[src/rtl/mem_port_arbiter.sv]
// mem_port_arbiter
//   Shares the single main-memory block port between the I-cache and D-cache
//   controllers. In IDLE it picks one requester, with round-robin on ties. It
//   latches that requester's block command into registered mem_* outputs and
//   holds it until memory has raised and then dropped busywait. The loser stays
//   stalled. Read data is passed straight through to both caches. It is valid
//   to the winner in the cycle where that winner's busywait drops.
//
// Ports
//   clock, reset                  rising-edge clock, async active-low reset
//   ic_Read, ic_Address           I-cache block read request
//   ic_Readdata, ic_Busywait      I-cache return data / stall
//   dc_Read, dc_Write,
//   dc_Address, dc_Writedata      D-cache block read / write-back request
//   dc_Readdata, dc_Busywait      D-cache return data / stall
//   mem_Read, mem_Write,
//   mem_Address, mem_Writedata    registered command to memory
//   mem_Readdata, mem_Busywait    memory response
module mem_port_arbiter #(
    parameter int ADDR_WIDTH = 28,
    parameter int DATA_WIDTH = 128
) (
    input  logic                  clock,
    input  logic                  reset,
    input  logic                  ic_Read,
    input  logic [ADDR_WIDTH-1:0] ic_Address,
    output logic [DATA_WIDTH-1:0] ic_Readdata,
    output logic                  ic_Busywait,
    input  logic                  dc_Read,
    input  logic                  dc_Write,
    input  logic [ADDR_WIDTH-1:0] dc_Address,
    input  logic [DATA_WIDTH-1:0] dc_Writedata,
    output logic [DATA_WIDTH-1:0] dc_Readdata,
    output logic                  dc_Busywait,
    output logic                  mem_Read,
    output logic                  mem_Write,
    output logic [ADDR_WIDTH-1:0] mem_Address,
    output logic [DATA_WIDTH-1:0] mem_Writedata,
    input  logic [DATA_WIDTH-1:0] mem_Readdata,
    input  logic                  mem_Busywait
);

    typedef enum logic [1:0] {
        IDLE    = 2'd0,
        GRANT_I = 2'd1,
        GRANT_D = 2'd2
    } state_t;

    state_t                state_q, state_d;
    logic                  last_grant_q, last_grant_d;  // 0 = I, 1 = D
    logic                  seen_busy_q, seen_busy_d;
    logic                  mem_read_q, mem_read_d;
    logic                  mem_write_q, mem_write_d;
    logic [ADDR_WIDTH-1:0] mem_addr_q, mem_addr_d;
    logic [DATA_WIDTH-1:0] mem_wdata_q, mem_wdata_d;

    logic ic_req, dc_req;
    logic done_i, done_d;

    assign ic_req = ic_Read;
    assign dc_req = dc_Read | dc_Write;

    // Memory may hold busywait low for a cycle or more after the strobe
    // appears. Completion is only recognised once busywait has actually been
    // seen high during this grant.
    assign done_i = (state_q == GRANT_I) & seen_busy_q & ~mem_Busywait;
    assign done_d = (state_q == GRANT_D) & seen_busy_q & ~mem_Busywait;

    assign ic_Busywait = ic_req & ~done_i;
    assign dc_Busywait = dc_req & ~done_d;

    assign ic_Readdata = mem_Readdata;
    assign dc_Readdata = mem_Readdata;

    assign mem_Read      = mem_read_q;
    assign mem_Write     = mem_write_q;
    assign mem_Address   = mem_addr_q;
    assign mem_Writedata = mem_wdata_q;

    always_comb begin
        state_d      = state_q;
        last_grant_d = last_grant_q;
        seen_busy_d  = seen_busy_q;
        mem_read_d   = mem_read_q;
        mem_write_d  = mem_write_q;
        mem_addr_d   = mem_addr_q;
        mem_wdata_d  = mem_wdata_q;

        case (state_q)
            IDLE: begin
                // On a tie, I wins only if D had the previous grant.
                if (ic_req && (!dc_req || last_grant_q)) begin
                    state_d      = GRANT_I;
                    last_grant_d = 1'b0;
                    seen_busy_d  = 1'b0;
                    mem_read_d   = 1'b1;
                    mem_write_d  = 1'b0;
                    mem_addr_d   = ic_Address;
                    mem_wdata_d  = '0;
                end else if (dc_req) begin
                    state_d      = GRANT_D;
                    last_grant_d = 1'b1;
                    seen_busy_d  = 1'b0;
                    // A write-back takes priority over a read raised with it.
                    mem_read_d   = ~dc_Write;
                    mem_write_d  = dc_Write;
                    mem_addr_d   = dc_Address;
                    mem_wdata_d  = dc_Writedata;
                end
            end

            GRANT_I, GRANT_D: begin
                // The latched command is held even if the requester drops.
                if (done_i || done_d) begin
                    state_d     = IDLE;
                    seen_busy_d = 1'b0;
                    mem_read_d  = 1'b0;
                    mem_write_d = 1'b0;
                end else if (mem_Busywait) begin
                    seen_busy_d = 1'b1;
                end
            end

            default: state_d = IDLE;
        endcase
    end

    always_ff @(posedge clock or negedge reset) begin
        if (!reset) begin
            state_q      <= IDLE;
            last_grant_q <= 1'b0;
            seen_busy_q  <= 1'b0;
            mem_read_q   <= 1'b0;
            mem_write_q  <= 1'b0;
            mem_addr_q   <= '0;
            mem_wdata_q  <= '0;
        end else begin
            state_q      <= state_d;
            last_grant_q <= last_grant_d;
            seen_busy_q  <= seen_busy_d;
            mem_read_q   <= mem_read_d;
            mem_write_q  <= mem_write_d;
            mem_addr_q   <= mem_addr_d;
            mem_wdata_q  <= mem_wdata_d;
        end
    end

endmodule

[config.mk]
export PLATFORM = sky130hd
export DESIGN_NAME = mem_port_arbiter
export DESIGN_NICKNAME = d
export VERILOG_FILES = /design/src/rtl/mem_port_arbiter.sv
export SDC_FILE = /design/constraint.sdc
export NUM_CORES = 1
export LEC_CHECK = 0
export BUFFER_PORTS_ARGS = -buffer_cell sky130_fd_sc_hd__buf_2
export CORE_AREA = 10 10 281 283
export CTS_CLUSTER_SIZE = 16
export DETAILED_ROUTE_END_ITERATION = 16
export DIE_AREA = 0 0 291 293
export GPL_ROUTABILITY_DRIVEN = 0
export PLACE_DENSITY = 0.38
export RECOVER_POWER = 50
export SLEW_MARGIN = 20
export SYNTH_ARGS = -nofsm -noshare
export SYNTH_HDL_FRONTEND = slang
export SYNTH_SLANG_ARGS = --single-unit
export TNS_END_PERCENT = 5
[constraint.sdc]
create_clock -name clock -period 2.4 [get_ports clock]
set_input_delay 0.24 -clock clock [delete_from_list [all_inputs] [get_ports clock]]
set_output_delay 0.24 -clock clock [all_outputs]
set_load 0.01 [all_outputs]
==> impl_table.tex, run 1 <==
\begin{tabular}{lr}
\hline
Metric & Value \\
\hline
\multicolumn{2}{l}{\textbf{Finish}} \\
\quad Post-layout instance area & 11,410 µm² \\
\quad Final standard cell utilization of the core & 0.1551 \\
\quad Number of nets in the layout & 1,274 \\
\quad Area added between synthesis and finish & 43.01\% \\
\quad Share of cells above drive strength 1 & 0.4166 \\
\multicolumn{2}{l}{\textbf{Floorplan}} \\
\quad Initial core utilization & 0.1085 \\
\quad Floorplan die area & 85,260 µm² \\
\quad I/O Pins & 734 \\
\quad Core Area & 73,570 µm² \\
\quad Row cnt & 100 \\
\quad Die width & 291 µm \\
\quad Die height & 293 µm \\
\multicolumn{2}{l}{\textbf{Synthesis}} \\
\quad Leading post-synthesis cells by cell area & dfrtp\_1, buf\_4, a22o\_1, a222oi\_1, inv\_1 \\
\quad Net Count, Synth & 995 \\
\quad Total standard cell area after synthesis & 7979 µm² \\
\quad Synth Register Bits & 162 \\
\quad Most instantiated flip-flop cell in the synthesis netlist & dfrtp\_1 \\
\quad Share of flip-flops with an asynchronous set or reset & 1.000 \\
\quad Distinct cell type count of the synthesized netlist & 23 \\
\quad Synth warn & 0 \\
\quad Synthesized netlist cell count & 674 \\
\quad Sequential share of the synthesized area & 0.5081 \\
\quad Number of enable flip-flop cells after synthesis & 0 \\
\quad Top-area cell type share of the netlist area & 0.5081 \\
\quad Post-Synthesis Mean Instance Area & 11.84 µm² \\
\quad Synth area leader & dfrtp\_1 \\
\multicolumn{2}{l}{\textbf{Power}} \\
\quad Relative contribution of sequential cells to total power & 0.362 \\
\quad Proportion of total power due to net switching & 0.3853 \\
\quad Share of total power in the clock network & 0.207 \\
\quad Leakage power of the design & 5.565 nW \\
\quad Net load switching power & 5.240 mW \\
\quad Max IR drop VDD & 0.5184 mV \\
\quad Internal power component & 8.359 mW \\
\quad Cell area power density & 1192 nW/µm² \\
\quad Combinational cell fraction of total power & 0.431 \\
\multicolumn{2}{l}{\textbf{Setup path}} \\
\quad Largest fanout on the critical path & 21 \\
\quad Depth of the worst register-to-register path & 7 \\
\quad Termination of the worst setup path & mem\_Address[16]\$\_DFFE\_PN0P\_ \\
\quad Start point of the critical path & state\_q[0]\$\_DFFE\_PN0P\_ \\
\quad Reg-to-Reg Start & state\_q[0]\$\_DFFE\_PN0P\_ \\
\quad Crit path DAT & 2590 ps \\
\quad Reg-to-reg slack, setup & 170 ps \\
\quad Required time of the critical path & 2760 ps \\
\quad Worst Setup End Kind & flop \\
\quad Capturing point of the worst reg2reg path & mem\_Address[16]\$\_DFFE\_PN0P\_ \\
\quad Crit path launch type & flop \\
\quad Worst Setup Path Type & flop to flop \\
\multicolumn{2}{l}{\textbf{STA}} \\
\quad Max Clock Skew & 8.575 ps \\
\quad Max\_slew headroom & -0.08246 \\
\quad Period minus WS final & 2226 ps \\
\quad Max-slew violations & 55 \\
\quad Final worst path period share & 0.9275 \\
\quad Endpoints failing hold & 0 \\
\quad Final-report setup violation count & 0 \\
\quad Maximum operating frequency & 0.4492 GHz \\
\quad Slew @ Worst Pin & 1624 ps \\
\quad Setup repair after global routing missed its margin & no \\
\quad Total Neg Setup Slack & 0 ps \\
\multicolumn{2}{l}{\textbf{Clocking}} \\
\quad Insertion delay of the later-clocked pin in the worst-skew pair & 470 ps \\
\quad Root Buffer Master & clkbuf\_16 \\
\quad Clock transition time at the flip-flop clock pins of the worst setup and hold paths & 70 ps \\
\quad CTS tree & built \\
\quad Number of buffers added by the clock tree synthesis step & 17 \\
\quad Longest Clk Path Bufs & 2 \\
\quad \# H-tree levels & 4 \\
\quad Number of clock sinks & 162 \\
\multicolumn{2}{l}{\textbf{Run status}} \\
\quad Outcome & finished, violations left \\
\quad Violations in the final reports & capacitance limit, slew limit \\
\multicolumn{2}{l}{\textbf{Place}} \\
\quad Placed inst area & 9017 µm² \\
\quad Post-DP HPWL & 22,440 µm \\
\quad IO Port Bufs & 349 \\
\multicolumn{2}{l}{\textbf{Drt}} \\
\quad Antenna Violating Nets Remaining & 0 \\
\quad Routed length per placed instance & 15.46 µm \\
\quad Via Count & 6,046 \\
\quad Total detailed-routing wirelength & 29,920 µm \\
\quad Count of TritonRoute iterations in the first routing pass & 5 \\
\quad Number of violations reported at the end of detailed-routing iteration 0 & 301 \\
\quad Vias per cell & 3.125 \\
\quad Remaining design rule violation count & 0 \\
\multicolumn{2}{l}{\textbf{GRT}} \\
\quad Antenna violations before repair & 3 \\
\quad Number of global-route vias before repair & 7,069 \\
\quad Remaining global-route overflow & 0 \\
\quad Pin count of the biggest net entering global routing & 71 \\
\quad Overall track demand over capacity in global routing & 0.06946 \\
\quad First-pass GRT wire length & 44,820 µm \\
\multicolumn{2}{l}{\textbf{Hold path}} \\
\quad HP Class & input port to flop \\
\multicolumn{2}{l}{\textbf{Run}} \\
\quad Max\_cap viols & 1 \\
\hline
\end{tabular}
-- power groups by stage --
stage	combinational [mW]	sequential, mW	clock [mW]
finish	5.86	4.92	2.81
global route	6.45	5.10	3.11
CTS	6.04	4.93	3.03
detailed placement	5.73	4.91	0
global placement	5.66	4.98	0
floorplan	2.93	5.50	0
-- state kept, by name (all words and copies together) (netlist names) --
| register | cells |
|---|---|
| mem_Read | 1 |
| state_q | 2 |
| mem_Write | 1 |
| mem_Address | 28 |
| mem_Writedata | 128 |
| last_grant_q | 1 |
| seen_busy_q | 1 |
-- layer usage --
layer  global-route usage  up-vias  part of all wire
met5                    0        -           0.00043
met2               0.1099      388              0.47
li1                     -     2681                 -
met3              0.03787      130              0.11
met4              0.05269        2             0.058
met1              0.06792     2845              0.36
-- worst min path at each step --
stage,cells past startpoint,slack [ps],endpoint,startpoint
after floorplan,0,-60,last_grant_q$_DFFE_PN0P_,reset
after global placement,1,300,mem_Writedata[108]$_DFFE_PN0P_,reset
after detailed placement,1,290,mem_Writedata[108]$_DFFE_PN0P_,reset
after CTS,3,0.1,seen_busy_q$_DFFE_PN0P_,mem_Busywait
after global routing,2,30,mem_Writedata[110]$_DFFE_PN0P_,dc_Writedata[110]
final,2,50,mem_Writedata[110]$_DFFE_PN0P_,dc_Writedata[110]
-- critical path, stage by stage, from the launching register on --
cell and delay (ps):
dfrtp_1 400, inv_1 90, ha_2 290, nand2b_4 220, buf_4 240, a222oi_1 230
dlygate4sd3_1 590, inv_1 40
-- layout make-up --
type | count | area (µm²)
multi-input combinational | 186 | 1632
antenna | 1 | 2.502
fill | 8229 | 62160
tap | 969 | 1212
sequential | 162 | 4054
clock buffer | 19 | 452.9
timing repair buffer | 555 | 3819
clock inverter | 12 | 122.6
inverter | 31 | 116.4
-- cells in the final DEF, fill, tap and decap left out --
master / instances
nor2_2: 1
ha_2: 1
inv_1: 31
clkbuf_8: 2
buf_12: 7
clkinv_4: 2
a32o_1: 1
o211a_1: 1
nor2b_1: 1
nand2b_4: 1
bufinv_16: 1
a21o_1: 2
dfrtp_1: 162
inv_6: 4
dlygate4sd3_1: 184
clkbuf_16: 17
buf_2: 348
o21ai_0: 2
nor3_2: 1
inv_8: 2
ha_1: 2
diode_2: 1
clkinv_2: 2
a21boi_0: 1
clkinvlp_4: 1
nor2_1: 2
clkbuf_2: 1
a22o_1: 133
a222oi_1: 28
a21oi_1: 4
nand2_1: 3
buf_4: 9
or2_2: 1
clkbuf_1: 6
and3b_4: 1
-- cells by family after synthesis --
| kind of cell | after synthesis | share of synthesized area |
|---|---|---|
| adder cells (fa/ha/maj) | 3 | 0.004705 |
| AO/OA/AOI/OAI | 172 | 0.1902 |
| flip-flops | 162 | 0.5081 |
| buffers and inverters | 326 | 0.2882 |
| AND/OR/NAND/NOR | 11 | 0.008783 |
-- synth_stat cells, drive strengths merged (2+ instances only) --
library cell  number
ha                 3
a222oi            28
a21oi              4
clkbuf             2
o21ai              2
nor2               3
inv               31
a22o             133
buf              293
dfrtp            162
a21o               2
nand2              3
-- what timing repair did --
item	in CTS	in global routing
endpoints found under the setup margin	0	7
hold buffers	184	0
endpoints found under the hold margin	203	0
buffers inserted	0	0
gates resized for setup	0	1
-- stage by stage --
| step | cells | power (mW) | hold WS [ps] | setup slack, ps |
|---|---|---|---|---|
| after floorplan | 674 | 8.433 | -55.59 | 742.3 |
| after global placement | 1719 | 10.64 | 296.8 | 532.1 |
| after detailed placement | 1719 | 10.65 | 291.3 | 470.4 |
| after CTS | 1934 | 14.00 | 0.1365 | 53.53 |
| after global routing | 1935 | 14.66 | 25.14 | 14.33 |
| final | 1935 | 13.60 | 53.37 | 174.0 |
Note: power is estimated with default switching activity, not from simulation.
==> run 2: changes to the inputs <==
--- a/config.mk
+++ b/config.mk
@@ -6,10 +6,10 @@
 export NUM_CORES = 1
 export LEC_CHECK = 0
 export BUFFER_PORTS_ARGS = -buffer_cell sky130_fd_sc_hd__buf_2
-export CORE_AREA = 10 10 281 283
+export CORE_AREA = 10 10 279 281
 export CTS_CLUSTER_SIZE = 16
 export DETAILED_ROUTE_END_ITERATION = 16
-export DIE_AREA = 0 0 291 293
+export DIE_AREA = 0 0 289 291
 export GPL_ROUTABILITY_DRIVEN = 0
 export PLACE_DENSITY = 0.38
 export RECOVER_POWER = 50
==> constraint.sdc (replaced) <==
create_clock -name clock -period 2.7 [get_ports clock]
set_input_delay 0.27 -clock clock [delete_from_list [all_inputs] [get_ports clock]]
set_output_delay 0.27 -clock clock [all_outputs]
set_load 0.01 [all_outputs]
==> run 2 against run 1 <==
Net effect:
- wire length up 4.1%
- sequential power down 11%
- largest power group unchanged
- flip-flop and latch count unchanged
- count of clock-buffer cells in the layout up 2
- global-route usage up 0.33 points
- clock power down 5%
- cell area down 1.2%
- highest routed layer unchanged
- hold slack better by 3.5 ps
- power down 8.4%
- the flow still finishes with violations (capacitance limit, slew limit)
- core utilization up 0.081 points
- non-clock buffer count down 19
==> impl_table.tex, run 2 (synthesis gave the netlist of run 1 again) <==
\begin{tabular}{lr}
\hline
Metric & Value \\
\hline
\multicolumn{2}{l}{\textbf{Finish}} \\
\quad Layout filler cell count & 8,094 (was 8,229) \\
\quad Share of cells above drive strength 1 & 0.4197 (was 0.4166) \\
\quad Most frequent cells in the layout & buf\_2, dlygate4sd3\_1, dfrtp\_1, a22o\_1, inv\_1 (unchanged) \\
\quad Area added between synthesis and finish & 41.35\% (was 43.01\%) \\
\quad Flip-flop count of the largest register after layout & 128 (unchanged) \\
\quad Most common cell after layout, fill and taps aside & buf\_2 (unchanged) \\
\quad Final standard cell utilization of the core & 0.1559 (was 0.1551) \\
\quad Number of nets in the layout & 1,255 (was 1,274) \\
\quad Count of placed standard cells in the final layout, fillers left out & 1,906 (was 1,935) \\
\multicolumn{2}{l}{\textbf{Floorplan}} \\
\quad Row cnt & 99 (was 100) \\
\quad Die width & 289 µm (was 291 µm) \\
\quad Core Area & 72,340 µm² (was 73,570 µm²) \\
\quad Initial core utilization & 0.1103 (was 0.1085) \\
\quad Die height & 291 µm (was 293 µm) \\
\quad I/O Pins & 734 (unchanged) \\
\quad Floorplan die area & 84,100 µm² (was 85,260 µm²) \\
\multicolumn{2}{l}{\textbf{Drt}} \\
\quad Routed length per placed instance & 16.35 µm (was 15.46 µm) \\
\quad Count of TritonRoute iterations in the first routing pass & 8 (was 5) \\
\quad Number of violations reported at the end of detailed-routing iteration 0 & 403 (was 301) \\
\quad Via Count & 6,083 (was 6,046) \\
\quad Remaining design rule violation count & 0 (unchanged) \\
\quad Antenna Violating Nets Remaining & 0 (unchanged) \\
\quad Total detailed-routing wirelength & 31,160 µm (was 29,920 µm) \\
\quad Vias per cell & 3.192 (was 3.125) \\
\multicolumn{2}{l}{\textbf{Run}} \\
\quad Max\_cap viols & 1 (unchanged) \\
\multicolumn{2}{l}{\textbf{Setup path}} \\
\quad Start point of the critical path & state\_q[0]\$\_DFFE\_PN0P\_ (unchanged) \\
\quad Standard cell with the maximum stage delay on the critical path & and3b\_4 (was dlygate4sd3\_1) \\
\quad Depth of the worst register-to-register path & 6 (was 7) \\
\quad Worst Setup Path Type & flop to flop (unchanged) \\
\quad Worst Setup End Kind & flop (unchanged) \\
\quad CP peak stage delay & 700 ps (was 590 ps) \\
\quad Crit path launch type & flop (unchanged) \\
\quad CP top delay family & buffers and inverters (unchanged) \\
\quad Cell breakdown of the critical path & inv\_1 -> ha\_2 -> and3b\_4 -> a222oi\_1 -> dlygate4sd3\_1 -> inv\_1 (was inv\_1 -> ha\_2 -> nand2b\_4 -> buf\_4 -> a222oi\_1 -> dlygate4sd3\_1 -> inv\_1) \\
\quad Reg-to-Reg Start & state\_q[0]\$\_DFFE\_PN0P\_ (unchanged) \\
\quad Required time of the critical path & 3110 ps (was 2760 ps) \\
\quad Capturing point of the worst reg2reg path & mem\_Address[1]\$\_DFFE\_PN0P\_ (was mem\_Address[16]\$\_DFFE\_PN0P\_) \\
\quad Crit path DAT & 2850 ps (was 2590 ps) \\
\quad Reg-to-reg slack, setup & 250 ps (was 170 ps) \\
\quad Termination of the worst setup path & mem\_Address[1]\$\_DFFE\_PN0P\_ (was mem\_Address[16]\$\_DFFE\_PN0P\_) \\
\quad WP buf/inv & 3 (was 4) \\
\quad Largest fanout on the critical path & 45 (was 21) \\
\quad Critical path's most frequent cell & inv\_1 (unchanged) \\
\quad Instance count on the critical path & 6 (was 7) \\
\multicolumn{2}{l}{\textbf{GRT}} \\
\quad Overall track demand over capacity in global routing & 0.07281 (was 0.06946) \\
\quad Global-route track usage on met1 & 0.07301 (was 0.06792) \\
\quad First-pass GRT wire length & 45,440 µm (was 44,820 µm) \\
\quad Number of global-route vias before repair & 6,893 (was 7,069) \\
\quad Pin count of the biggest net entering global routing & 61 (was 71) \\
\quad Antenna violations before repair & 8 (was 3) \\
\quad Met3 routing resource usage after global routing & 0.04060 (was 0.03787) \\
\quad Remaining global-route overflow & 0 (unchanged) \\
\quad Grt met2 use & 0.1087 (was 0.1099) \\
\quad Global-route layer with the greatest usage & met2 (unchanged) \\
\multicolumn{2}{l}{\textbf{Power}} \\
\quad Cell area power density & 1104 nW/µm² (was 1192 nW/µm²) \\
\quad Max IR drop VDD & 0.4204 mV (was 0.5184 mV) \\
\quad Leakage power of the design & 5.493 nW (was 5.565 nW) \\
\multicolumn{2}{l}{\textbf{Clocking}} \\
\quad Longest Clk Path Bufs & 2 (unchanged) \\
\quad Clock transition time at the flip-flop clock pins of the worst setup and hold paths & 70 ps (about the same) \\
\quad Post-CTS setup buffers & 0 (unchanged) \\
\quad Number of clock sinks & 162 (unchanged) \\
\quad Root Buffer Master & clkbuf\_16 (unchanged) \\
\quad \# H-tree levels & 4 (unchanged) \\
\quad Insertion delay of the later-clocked pin in the worst-skew pair & 460 ps (was 470 ps) \\
\quad CTS tree & built (unchanged) \\
\quad Number of buffers added by the clock tree synthesis step & 17 (unchanged) \\
\multicolumn{2}{l}{\textbf{STA}} \\
\quad Max\_slew headroom & -0.2195 (was -0.08246) \\
\quad Final-report setup violation count & 0 (unchanged) \\
\quad Period minus WS final & 2449 ps (was 2226 ps) \\
\quad Slew @ Worst Pin & 1829 ps (was 1624 ps) \\
\quad Setup repair after global routing missed its margin & no (unchanged) \\
\quad Max Clock Skew & 7.641 ps (was 8.575 ps) \\
\quad Maximum operating frequency & 0.4083 GHz (was 0.4492 GHz) \\
\quad Total Neg Setup Slack & 0 ps (unchanged) \\
\quad Endpoints failing hold & 0 (unchanged) \\
\quad Final worst path period share & 0.9071 (was 0.9275) \\
\quad Max-slew violations & 58 (was 55) \\
\multicolumn{2}{l}{\textbf{Place}} \\
\quad Post-DP HPWL & 23,050 µm (was 22,440 µm) \\
\quad Cells after DPL & 1,701 (was 1,719) \\
\quad IO Port Bufs & 349 (unchanged) \\
\multicolumn{2}{l}{\textbf{Run status}} \\
\quad Violations in the final reports & capacitance limit, slew limit (unchanged) \\
\quad Outcome & finished, violations left (unchanged) \\
\multicolumn{2}{l}{\textbf{Hold path}} \\
\quad HP Class & input port to flop (unchanged) \\
\hline
\end{tabular}
run 2: worst min-delay path by stage:
stage / startpoint / end / slack (ps) / cells past startpoint
floorplan: reset / last_grant_q$_DFFE_PN0P_ / -30 / 0
global placement: reset / mem_Address[9]$_DFFE_PN0P_ / 330 / 1
detailed placement: reset / mem_Address[9]$_DFFE_PN0P_ / 330 / 1
CTS: dc_Address[22] / mem_Address[22]$_DFFE_PN0P_ / 4 / 3
global route: dc_Writedata[124] / mem_Writedata[124]$_DFFE_PN0P_ / 30 / 2
finish: dc_Address[18] / mem_Address[18]$_DFFE_PN0P_ / 60 / 3
run 2: final cells by class:
class,instances,area [µm²],area share
Tap cell,959,1200,0.1064
Sequential cell,162,4054,0.3594
Clock buffer,21,460.4,0.04083
Timing Repair Buffer,536,3665,0.3249
Antenna cell,1,2.502,0.0002219
Inverter,31,116.4,0.01032
Multi-Input combinational cell,186,1632,0.1447
Clock inverter,10,148.9,0.01320
run 2: worst register-to-register path: stages, from the launching register on:
cell and delay, ps:
dfrtp_1 400, inv_1 90, ha_2 290, and3b_4 700
a222oi_1 260, dlygate4sd3_1 600, inv_1 50
run 2: stage by stage:
step | hold WS (ps) | power (mW) | instance area (µm²) | setup WS [ps]
6_report | 56.87 | 12.46 | 11280 | 250.9
5_1_grt | 26.06 | 13.41 | 11280 | 57.21
3_3_place_gp | 326.8 | 9.430 | 8947 | 567.4
3_5_place_dp | 328.5 | 9.455 | 8947 | 538.8
4_1_cts | 4.102 | 12.79 | 11290 | 143.0
2_1_floorplan | -25.59 | 7.496 | 7979 | 1042
run 2: report_power, final:
group / total, mW / internal [mW] / leakage, nW / switching, mW
combinational: 5.42 / 2.57 / 3.15 / 2.85
sequential: 4.36 / 3.66 / 2.05 / 0.706
clock: 2.67 / 1.51 / 0.291 / 1.16
run 2: timing repair:
action / CTS / global route
endpoints found under the hold margin: 203 / 0
endpoints found under the setup margin: 0 / 5
resized for setup: 0 / 1
hold buffers: 173 / 0
run 2: metal layers:
metal / share of wire / vias to the layer above
li1: - / 2642
met1: 0.36 / 2886
met2: 0.44 / 388
met3: 0.12 / 153
met4: 0.071 / 14
met5: 0.0030 / -
